===== src/rtl/alu_log_pkg.sv =====
// Shared types and constants for the ALU result log: entry layout, FSM encoding,
// flag bit positions and the view tags shown on the 7-segment code.
package alu_log_pkg;

  localparam int unsigned DEPTH_DEF = 8;
  localparam int unsigned RES_W     = 16;
  localparam int unsigned FLG_W     = 4;
  localparam int unsigned CNT_W     = 4;

  localparam int unsigned FLAG_CF = 3;
  localparam int unsigned FLAG_ZF = 2;
  localparam int unsigned FLAG_SF = 1;
  localparam int unsigned FLAG_VF = 0;

  localparam logic [3:0] TAG_LIVE = 4'h0;
  localparam logic [3:0] TAG_RES  = 4'hA;
  localparam logic [3:0] TAG_FLG  = 4'hF;

  typedef enum logic [1:0] {
    ST_LIVE     = 2'd0,
    ST_VIEW_RES = 2'd1,
    ST_VIEW_FLG = 2'd2
  } state_t;

  typedef struct packed {
    logic [FLG_W-1:0] flags;
    logic [RES_W-1:0] result;
  } entry_t;

endpackage


===== src/rtl/log_ram.sv =====
// DEPTH x entry register array: one synchronous write port, one asynchronous read port.
// Contents are deliberately not reset.
module log_ram
  import alu_log_pkg::*;
#(
  parameter int unsigned DEPTH = DEPTH_DEF,
  localparam int unsigned ADDR_W = $clog2(DEPTH)
) (
  input  logic              i_clk,
  input  logic              i_we,
  input  logic [ADDR_W-1:0] i_waddr,
  input  entry_t            i_wdata,
  input  logic [ADDR_W-1:0] i_raddr,
  output entry_t            o_rdata
);

  entry_t r_mem [DEPTH];

  always_ff @(posedge i_clk) begin
    if (i_we) r_mem[i_waddr] <= i_wdata;
  end

  assign o_rdata = r_mem[i_raddr];

endmodule


===== src/rtl/alu_result_log.sv =====
// Circular log of ALU results/flags with a browse FSM that walks entries by age,
// newest first, alternating result and flag views on the LED/7-segment outputs.
module alu_result_log
  import alu_log_pkg::*;
#(
  parameter int unsigned DEPTH = DEPTH_DEF
) (
  input  logic             clock_btn,
  input  logic             reset_btn,
  input  logic [RES_W-1:0] alu_result,
  input  logic [FLG_W-1:0] alu_flags,
  input  logic             commit,
  input  logic             browse,
  input  logic             clear,
  output logic [15:0]      log_leds,
  output logic [7:0]       log_number,
  output logic [CNT_W-1:0] count,
  output logic             full,
  output logic             empty
);

  localparam int unsigned PTR_W = $clog2(DEPTH);

  state_t             r_state, w_state_n;
  logic [PTR_W-1:0]   r_age, w_age_n;
  logic [PTR_W-1:0]   r_wr_ptr, w_wr_ptr_n;
  logic [CNT_W-1:0]   r_count, w_count_n;
  logic               w_we;
  logic [PTR_W-1:0]   w_raddr;
  logic [CNT_W-1:0]   w_age_inc;
  entry_t             w_wdata;
  entry_t             w_rdata;

  // Age k lives at wr_ptr-1-k; in LIVE age is 0, so this also yields the newest entry.
  assign w_raddr   = PTR_W'(r_wr_ptr - PTR_W'(1) - r_age);
  assign w_age_inc = CNT_W'(r_age) + CNT_W'(1);
  assign w_wdata   = '{flags: alu_flags, result: alu_result};

  // A write on an edge where reset is also high must not land.
  assign w_we = commit && !clear && !reset_btn;

  log_ram #(.DEPTH(DEPTH)) u_ram (
    .i_clk   (clock_btn),
    .i_we    (w_we),
    .i_waddr (r_wr_ptr),
    .i_wdata (w_wdata),
    .i_raddr (w_raddr),
    .o_rdata (w_rdata)
  );

  always_ff @(posedge clock_btn or posedge reset_btn) begin
    if (reset_btn) begin
      r_state  <= ST_LIVE;
      r_age    <= '0;
      r_wr_ptr <= '0;
      r_count  <= '0;
    end else begin
      r_state  <= w_state_n;
      r_age    <= w_age_n;
      r_wr_ptr <= w_wr_ptr_n;
      r_count  <= w_count_n;
    end
  end

  always_comb begin
    w_state_n  = r_state;
    w_age_n    = r_age;
    w_wr_ptr_n = r_wr_ptr;
    w_count_n  = r_count;
    if (clear) begin
      w_state_n  = ST_LIVE;
      w_age_n    = '0;
      w_wr_ptr_n = '0;
      w_count_n  = '0;
    end else begin
      if (commit) begin
        w_wr_ptr_n = PTR_W'(r_wr_ptr + PTR_W'(1));
        if (r_count != CNT_W'(DEPTH)) w_count_n = CNT_W'(r_count + CNT_W'(1));
      end
      // Age is held numerically across a commit, so the view follows the shifted entry.
      case (r_state)
        ST_LIVE: begin
          if (browse && (r_count != '0)) begin
            w_state_n = ST_VIEW_RES;
            w_age_n   = '0;
          end
        end
        ST_VIEW_RES: begin
          if (browse) begin
            w_state_n = ST_VIEW_FLG;
          end else begin
            w_state_n = ST_LIVE;
            w_age_n   = '0;
          end
        end
        ST_VIEW_FLG: begin
          if (browse) begin
            w_state_n = ST_VIEW_RES;
            w_age_n   = (w_age_inc >= r_count) ? '0 : PTR_W'(w_age_inc);
          end else begin
            w_state_n = ST_LIVE;
            w_age_n   = '0;
          end
        end
        default: begin
          w_state_n = ST_LIVE;
          w_age_n   = '0;
        end
      endcase
    end
  end

  always_comb begin
    log_leds   = '0;
    log_number = {r_count, TAG_LIVE};
    case (r_state)
      ST_LIVE: begin
        if (r_count != '0) log_leds = w_rdata.result;
      end
      ST_VIEW_RES: begin
        log_leds   = w_rdata.result;
        log_number = {4'(r_age), TAG_RES};
      end
      ST_VIEW_FLG: begin
        log_leds   = {12'b0, w_rdata.flags[FLAG_CF], w_rdata.flags[FLAG_ZF],
                      w_rdata.flags[FLAG_SF], w_rdata.flags[FLAG_VF]};
        log_number = {4'(r_age), TAG_FLG};
      end
      default: begin
        log_leds   = '0;
        log_number = '0;
      end
    endcase
  end

  assign count = r_count;
  assign full  = (r_count == CNT_W'(DEPTH));
  assign empty = (r_count == '0);

endmodule


===== config.mk =====
export PLATFORM = sky130hd
export DESIGN_NAME = alu_result_log
export DESIGN_NICKNAME = d
export VERILOG_FILES = /design/src/rtl/alu_log_pkg.sv /design/src/rtl/log_ram.sv /design/src/rtl/alu_result_log.sv
export SDC_FILE = /design/constraint.sdc
export NUM_CORES = 1
export LEC_CHECK = 0
export ABC_CLOCK_PERIOD_IN_PS = 3320
export BUFFER_PORTS_ARGS = -buffer_cell sky130_fd_sc_hd__buf_2
export CORE_ASPECT_RATIO = 1.4
export CORE_MARGIN = 3
export CORE_UTILIZATION = 54
export CTS_CLUSTER_SIZE = 8
export DETAILED_ROUTE_END_ITERATION = 6
export GPL_ROUTABILITY_DRIVEN = 0
export PLACE_DENSITY = 0.87
export SYNTH_ARGS = -nofsm -noshare
export SYNTH_HDL_FRONTEND = slang
export SYNTH_HIERARCHICAL = 1
export SYNTH_SLANG_ARGS = --single-unit
export TNS_END_PERCENT = 10

===== constraint.sdc =====
create_clock -name clock_btn -period 3.32 [get_ports clock_btn]
set_input_delay 0.664 -clock clock_btn [delete_from_list [all_inputs] [get_ports clock_btn]]
set_output_delay 0.664 -clock clock_btn [all_outputs]
set_load 0.01 [all_outputs]

==> out/results.txt, run 1 <==
The tools report the design internal power as 0.00380 W. In this run the worst path has a maximum fanout of 17. In this run the tightest slew margin relative to its limit is 68.4%. For this design the static power due to leakage is 3.15 nW. The fraction of final layout cells sized beyond drive strength 1 works out to 30.0%. Summed over all layers, the global routing overflow is 0. The clock network latency to the later pin of the worst-skew pair was 0.41 ns; the number of max-slew violations in the final report was 0.

The data arrival time at the worst-slack endpoint was 2.95 ns; the worst-margin pin slew was 0.473 ns. Setup repair after global routing could not meet its margin everywhere. Ranked by total cell area, the synthesized netlist is headed by edfxtp_1 66%, mux4_1 14%, dfrtp_1 4.1%. For the worst hold slack, the log shows 0.273 ns.

The critical path class was flip-flop to output pin. The repair_antennas step left the layout with diodes totalling 0. Using the TritonRoute via totals, the vias-per-cell ratio works out to 5.73. The detailed placer's ending HPWL was 7950 um; the clock network fraction of design power was 37.8%. For this run, the number of Yosys warnings is 6. Registers are responsible for 49.4% of the overall power. Of all cell types, the one taking the most synthesized area is edfxtp_1. After clock tree synthesis, the clock-pin slew on the worst setup and hold paths is 0.06 ns. The initial detailed-routing violation count was 252. The tools report the synthesized net count as 405.

The buffer and inverter count on the worst path was 3; the remaining number of nets flagged by the antenna check after routing was 0. In this run the core area contains 49 standard-cell rows. Count of cell types in the netlist: 36. For the number of antenna violations at the first check in global routing, the log shows 0. The level count of the clock H-tree was 4; the number of input and output port buffers inserted was 54.

The final-layout fill cell count was 873. Counting along the longest clock path gives a buffer depth of 2. The largest stage delay on the critical path is 0.39 ns.

In this run the clock root is driven by a clkbuf_16. The final layout contains 481 nets. The run finished, with violations left. For this block, the routed nets add up to 13700 um of wire. For this run, design rule violations remaining after detail routing come to 0. After floorplanning, the core was sized to cover 13000 sq um. TritonCTS built the clock tree.

Across the run, the number of max-cap violations was 0. The cell area that synthesis handed to floorplanning was 7270 sq um. Smallest setup slack after layout: -0.299 ns.

The number of global-route vias before repair is 3816, and the number of failing hold endpoints at the final stage is 0. The pin count of the biggest net entering global routing came out at 41. For the combinational fraction of design power, the log shows 12.8%. Summing over every cut layer, the via total after detailed routing is 3622. The sequential cells in the finished layout cover a total of 5100 sq um.

Dividing the detail-routed wire length by the instance count gives 21.7 um. The die covers 14900 sq um. The share of synthesized area in the top cell type comes to 66.1%. Global routing used 20.0% of the available tracks across all layers. In this run the power spent charging and discharging nets is 0.00107 W. At the worst endpoint, the required time is 2.66 ns.

Derived from the worst setup path, the maximum achievable clock frequency is 276 MHz. The logs give 0.415 mV for the maximum resistive drop on vdd and 70.2% for the share of the yosys chip area belonging to registers. The count of clock tree sinks was 172.

The fraction of the cycle the final worst path needs is 109%. Register bit count reported by yosys: 172. Final setup violation count: 16. The first detailed-routing pass took 4 iterations. Post-synthesis to final-layout area growth: 16.7%. The cell family contributing the most delay on the critical path is multiplexers. For the effective utilization at floorplan, the log shows 55.9%. The clock arrives with 0.0118 ns of skew. The number of buffers created by CTS was 17; the average cell area after synthesis was 19.9 sq um. The min-delay analysis places its worst path in the category input pin to async pin. The critical path capture point type was an output pin. The slowest stage cell on the critical path is dfrtp_1.

Clock period minus worst slack: 3.62 ns. The first-pass GRT wire length was 21700 um. The worst setup path is launched from a flip-flop. The checks that failed: negative setup slack. From left edge to right edge, the die measures 104 um. Walking the worst path, the cells encountered are ha_2 > fa_2 > xor2_2 > xnor2_2 > buf_6 > buf_12 > mux4_1 > mux2_2 > a22o_1 > buf_2. Measured along the y axis, the die boundary spans 143 um. Synthesis handed over a netlist of 366 instances. The run gives 2060 sq um as the multi-input logic area. The tools report the setup TNS after final layout as -3.98 ns.

The switching part of the total was 21.9%. Power spread over the standard cell area amounts to 573 nW/um^2. Boundary pin count: 55.
==> final timing paths <==
kind,cells after the start,end,from,slack [ns]
worst max-delay path,10,log_leds[2],r_wr_ptr[0]$_DFFE_PP0P_,-0.30
worst min-delay path,2,r_wr_ptr[0]$_DFFE_PP0P_,reset_btn,0.27
worst max register to register,8,r_age[2]$_DFFE_PP0P_,r_age[0]$_DFFE_PP0P_,1.29
worst min register to register,2,r_age[1]$_DFFE_PP0P_,r_age[1]$_DFFE_PP0P_,0.59
max in group asynchronous,2,r_state[1]$_DFFE_PP0P_,reset_btn,2.72
min in group clock_btn,1,u_ram/r_mem[6][9]$_DFFE_PP_,alu_result[9],0.51
==> repair_timing <==
action / in CTS / in global routing
endpoints found under the setup margin: 16 / 16
hold buffers: 0 / 0
pin swaps: 1 / 1
resized for setup: 4 / 1
cloned: 1 / 0
setup buffers: 3 / 0
==> synthesized netlist by cell type, drive strengths merged <==
library cell and instances:
inv 11, nor4b 1, mux2i 2, a22o 4
nand4 1, nor2b 1, a311oi 1, and2 13
nor3 3, nand3 3, nand2 10, edfxtp 160
xor2 3, nor2 15, ha 13, nor3b 2
mux4 40, o21ai 6, and3 1, a21o 2
buf 8, nand2b 5, nor4bb 1, clkbuf 9
a21oi 9, fa 1, mux2 20, o21bai 1
dfrtp 12, a211oi 1, a21boi 1, or3b 1
xnor2 5
==> flip-flops by register name (all words and copies together) (netlist names) <==
register     cells
count            4
u_ram/r_mem    160
r_wr_ptr         3
r_state          2
r_age            3
==> layer usage <==
metal / vias up / track usage [%] / routed length (um)
met3: 8 / 5.57 / 735
met5: - / 0 / 0
met2: 115 / 35.1 / 7380
li1: 1651 / - / -
met4: 0 / 6.93 / 111
met1: 1848 / 24.1 / 5490
==> worst register-to-register path, stage by stage, from the launching register on <==
cell and delay [ns]:
dfrtp_1 0.38, buf_4 0.16, ha_1 0.23, xor2_1 0.16, ha_1 0.20, a211oi_1 0.21
o21ai_0 0.21, nor4b_1 0.31, a21o_1 0.12
==> placed cells by master, fill, tap and decap left out, drive strengths merged <==
cell and count:
edfxtp 160, buf 74, mux4 40, mux2 20, clkbuf 18, nor2 15, and2 13, ha 13
dfrtp 12, inv 11, nand2 10, a21oi 9, clkinv 9, o21ai 6, nand2b 5, xnor2 5
a22o 4, nand3 3, xor2 3, nor3 3, a21o 2, mux2i 2, nor3b 2, clkinvlp 2
bufinv 2, a211oi 1, nor4bb 1, or3b 1, a311oi 1, o21bai 1, nor4b 1, a21boi 1
nor2b 1, and3 1, nand4 1, fa 1
==> cell type report <==
type / count / share of cell area (%)
inverter: 11 / 0.487
sequential: 172 / 60.2
clock buffer: 18 / 5.06
clock inverter: 13 / 1.50
tap: 178 / 2.62
multi-input combinational: 166 / 24.3
timing repair buffer: 74 / 5.83
==> logic make-up (layout without fill, tap and decap cells) <==
logic type / count (synthesis) / in the layout / synth area share (%)
flops: 172 / 172 / 70.2
mux: 62 / 62 / 17.8
simple gates: 57 / 57 / 4.13
buf+inv: 28 / 116 / 1.98
compound gates: 25 / 25 / 2.39
fa+ha+maj: 14 / 14 / 2.51
xor+xnor: 8 / 8 / 0.964
==> metrics by stage <==
stage,instances,cell area [sq um],total power (W),util (%),setup slack (ns)
after floorplan,366,7270,0.00283,-,0.103
after global placement,597,7860,0.00301,60.4,0.137
after detailed placement,597,7860,0.00304,60.4,0.0805
after CTS,632,8490,0.00491,65.3,-0.321
after global routing,632,8480,0.00506,65.3,-0.428
final,632,8480,0.00486,65.3,-0.299
==> power groups by stage <==
stage	registers [W]	clock network, W	logic [W]
after floorplan	0.00245	0	0.000378
after global placement	0.00245	0	0.000560
after detailed placement	0.00245	0	0.000586
after CTS	0.00240	0.00188	0.000628
after global routing	0.00241	0.00198	0.000668
final	0.00240	0.00184	0.000621
(Power assumes the default switching activity.)
==> inputs of run 2 (changes only) <==
CORE_UTILIZATION = 56   (was 54)
CTS_BUF_LIST = sky130_fd_sc_hd__clkbuf_8   (was unset)
PLACE_DENSITY = 0.89   (was 0.87)
==> out/results.txt, run 2 (synthesis gave the netlist of run 1 again) <==
The run finished, with violations left. The final reports fail on negative setup slack. The level count of the clock H-tree came out at 4 (unchanged). Number of standard-cell rows in the floorplan: 48 (-2.0%). The data arrival time at the worst-slack endpoint was 3.02 ns (+0.07 ns). The detailed placer's ending HPWL was 8090 um (+1.8%); the chip height was 141 um (-1.7%). The initial detailed-routing violation count was 282 (+12%); the number of vias per cell was 6.09 (+6.3%). The largest driver fanout on the critical path works out to 7 (-10). Die footprint: 14400 sq um (-3.4%). The worst setup skew after layout is 0.0119 ns (+0.000109 ns), and the setup slack on the worst flop-to-flop path is 1.23 ns (-0.06 ns). The number of buffers on the longest clock path was 2 (unchanged). The post-detailed-routing wire length is 13500 um (-1.3%). In this run the worst setup path begins at r_age[0]$_DFFE_PP0P_. The multi-input logic area came out at 2070 sq um (+0.48%). The fraction of final layout cells sized beyond drive strength 1 came out at 32.3% (+2.4 points).

Maximum clock frequency: 271 MHz (-1.9%). The critical path is of the flip-flop to output pin type. For the pin count of the biggest net entering global routing, the log shows 41 (unchanged). The core outline area is 12500 sq um (-3.9%), and the maximum resistive drop on vdd is 0.509 mV (+22%). The tools report the max-cap check violation count as 0 (unchanged). The worst slack at placement was 0.0737 ns (-0.00681 ns). In this run the critical register-to-register path is captured at r_age[2]$_DFFE_PP0P_.

The number of input and output port buffers inserted is 54 (unchanged). Clock root buffer: clkbuf_8. The remaining routing DRC violations is 0 (unchanged), and the post-route cell area is 8390 sq um (-1.1%). In this run the worst setup path terminates at log_leds[1]. The flip-flop count of the largest register, all copies and words added is 160 (unchanged).

STA classifies the critical path startpoint as a flip-flop. Setup repair after global routing could not meet its margin everywhere. The width of the die is 102 um (-1.7%), and the number of search-and-repair iterations in the first detailed-routing pass is 6 (+2). The number of buffers created by CTS is 17 (unchanged), and the final-layout fill cell count is 754 (-14%). The clock period minus worst slack was 3.69 ns (+0.0683 ns).

Number of failing hold endpoints at the final stage: 0 (unchanged). The tools report the critical path capture point type as an output pin. The required arrival time at the worst endpoint is 2.66 ns (about the same).

The run gives 484 (+0.62%) as the number of nets in the layout. In the layout the commonest cells are 160 x edfxtp_1, 53 x buf_2, 36 x mux4_1, 17 x clkbuf_8. The global router's overall resource usage was 20.4% (+0.42 points); the worst-margin pin slew was 0.760 ns (+0.287 ns). The first-pass GRT wire length is 21400 um (-1.3%). The post-synthesis to final-layout area growth works out to 15.4%. The power density over the cells was 545 nW/um^2 (-4.9%); the effective utilization at floorplan was 58.2% (+2.3 points). The count of clock tree sinks is 172 (unchanged). The final setup violation count was 16 (unchanged); the hold buffer count at cts was 0 (unchanged). The instance area after placement was 7820 sq um (-0.51%); the total congestion overflow after global routing was 0 (unchanged). The number of vias in the routed layout was 3704 (+2.3%); the clock network latency to the later pin of the worst-skew pair was 0.44 ns (+0.03 ns).

The smallest setup slack after layout was -0.367 ns (-0.0683 ns). TritonCTS built the clock tree. The library cell used most frequently in the layout, excluding fill and tap cells, is edfxtp_1. More flip-flops sit in one register than any other, and that register is u_ram/r_mem. The number of max-slew violations in the final report came out at 0 (unchanged). Remaining number of nets flagged by the antenna check after routing: 0 (unchanged). In this run the worst hold path is classified as input pin to async pin. Reg-to-reg critical path startpoint: r_age[0]$_DFFE_PP0P_. The number of antenna violations at the first check in global routing was 0 (unchanged); the register clock-pin slew on the reported worst setup and hold paths was 0.09 ns (+0.03 ns). The sequential cell area was 5100 sq um (unchanged); the depth of the most critical reg-to-reg path was 8 (unchanged). The logs give 3894 (+2.0%) for the number of global-route vias before repair and 0 (unchanged) for the number of antenna repair diodes.

The fraction of the cycle the final worst path needs was 111% (+2.1 points); the remaining max-slew budget at the tightest pin was 49.1% (-19 points). The average wire per cell in the routed design was 22.3 um (+2.6%); the leakage power summed over all cells was 3.14 nW (-0.37%). The run gives 55 (unchanged) as the boundary pin count.
run 2: changes by cell type in the layout (fill, tap and decap cells not counted), moves of 2 or more:
| cell | before | now |
|---|---|---|
| mux2_4 | 0 | 5 |
| clkinv_1 | 3 | 0 |
| mux2_2 | 20 | 15 |
| clkbuf_16 | 17 | 1 |
| clkbuf_8 | 0 | 17 |
| inv_6 | 0 | 5 |
| inv_8 | 0 | 2 |
| clkinv_4 | 3 | 0 |
| mux4_2 | 1 | 4 |
| mux4_1 | 39 | 36 |
run 2: how the worst min path moves through the flow:
stage                                    start                     end  cells past startpoint
after detailed placement  r_age[1]$_DFFE_PP0P_    r_age[1]$_DFFE_PP0P_                      2
after floorplan           r_age[1]$_DFFE_PP0P_    r_age[1]$_DFFE_PP0P_                      2
after CTS                            reset_btn  r_state[1]$_DFFE_PP0P_                      2
after global placement    r_age[1]$_DFFE_PP0P_    r_age[1]$_DFFE_PP0P_                      2
after global routing                 reset_btn    r_age[1]$_DFFE_PP0P_                      2
final                                reset_btn  r_state[1]$_DFFE_PP0P_                      2
run 2: final cells by class:
type / instances / share of cell area (%)
clock buffer: 17 / 2.79
clock inverter: 15 / 2.22
sequential: 172 / 60.9
tap: 150 / 2.24
multi-input combinational: 166 / 24.7
inverter: 11 / 0.492
timing repair buffer: 77 / 6.68
run 2: critical path: stages (launching register included):
cell and delay (ns):
dfrtp_1 0.35, inv_1 0.05, ha_2 0.18, fa_2 0.36
xor2_2 0.17, xnor2_2 0.19, buf_6 0.19, buf_12 0.13
mux4_2 0.30, mux2_4 0.29, a22o_1 0.23, buf_2 0.14
run 2: metal layers:
layer	routed length, um	GRT usage (%)	up-vias
li1	-	-	1648
met1	5270	25.6	1884
met2	7250	33.7	148
met3	720	4.46	24
met4	294	9.54	0
met5	0	0	-
run 2: metrics by stage:
| step | power (W) | setup TNS, ns | utilization [%] | std cells | hold WS (ns) |
|---|---|---|---|---|---|
| 3_5_place_dp | 0.00302 | 0 | 62.6 | 570 | 0.574 |
| 3_3_place_gp | 0.00300 | 0 | 62.6 | 570 | 0.539 |
| 6_report | 0.00457 | -4.33 | 67.2 | 608 | 0.241 |
| 2_1_floorplan | 0.00283 | 0 | - | 366 | 0.504 |
| 5_1_grt | 0.00475 | -6.42 | 67.2 | 608 | 0.239 |
| 4_1_cts | 0.00459 | -5.62 | 66.8 | 607 | 0.225 |
run 2: repair_timing:
action | in CTS | in global routing
gates cloned | 2 | 1
setup buffers | 3 | 0
endpoints found under the setup margin | 16 | 16
resized for setup | 13 | 6
pin swaps | 3 | 3
run 2: report_power, final:
part	internal, W	total, W	switching (W)	leakage, nW
clock network	0.000762	0.00151	0.000749	0.211
logic	0.000346	0.000662	0.000316	1.32
registers	0.00239	0.00240	0.0000114	1.61
total	0.00350	0.00457	0.00108	3.14
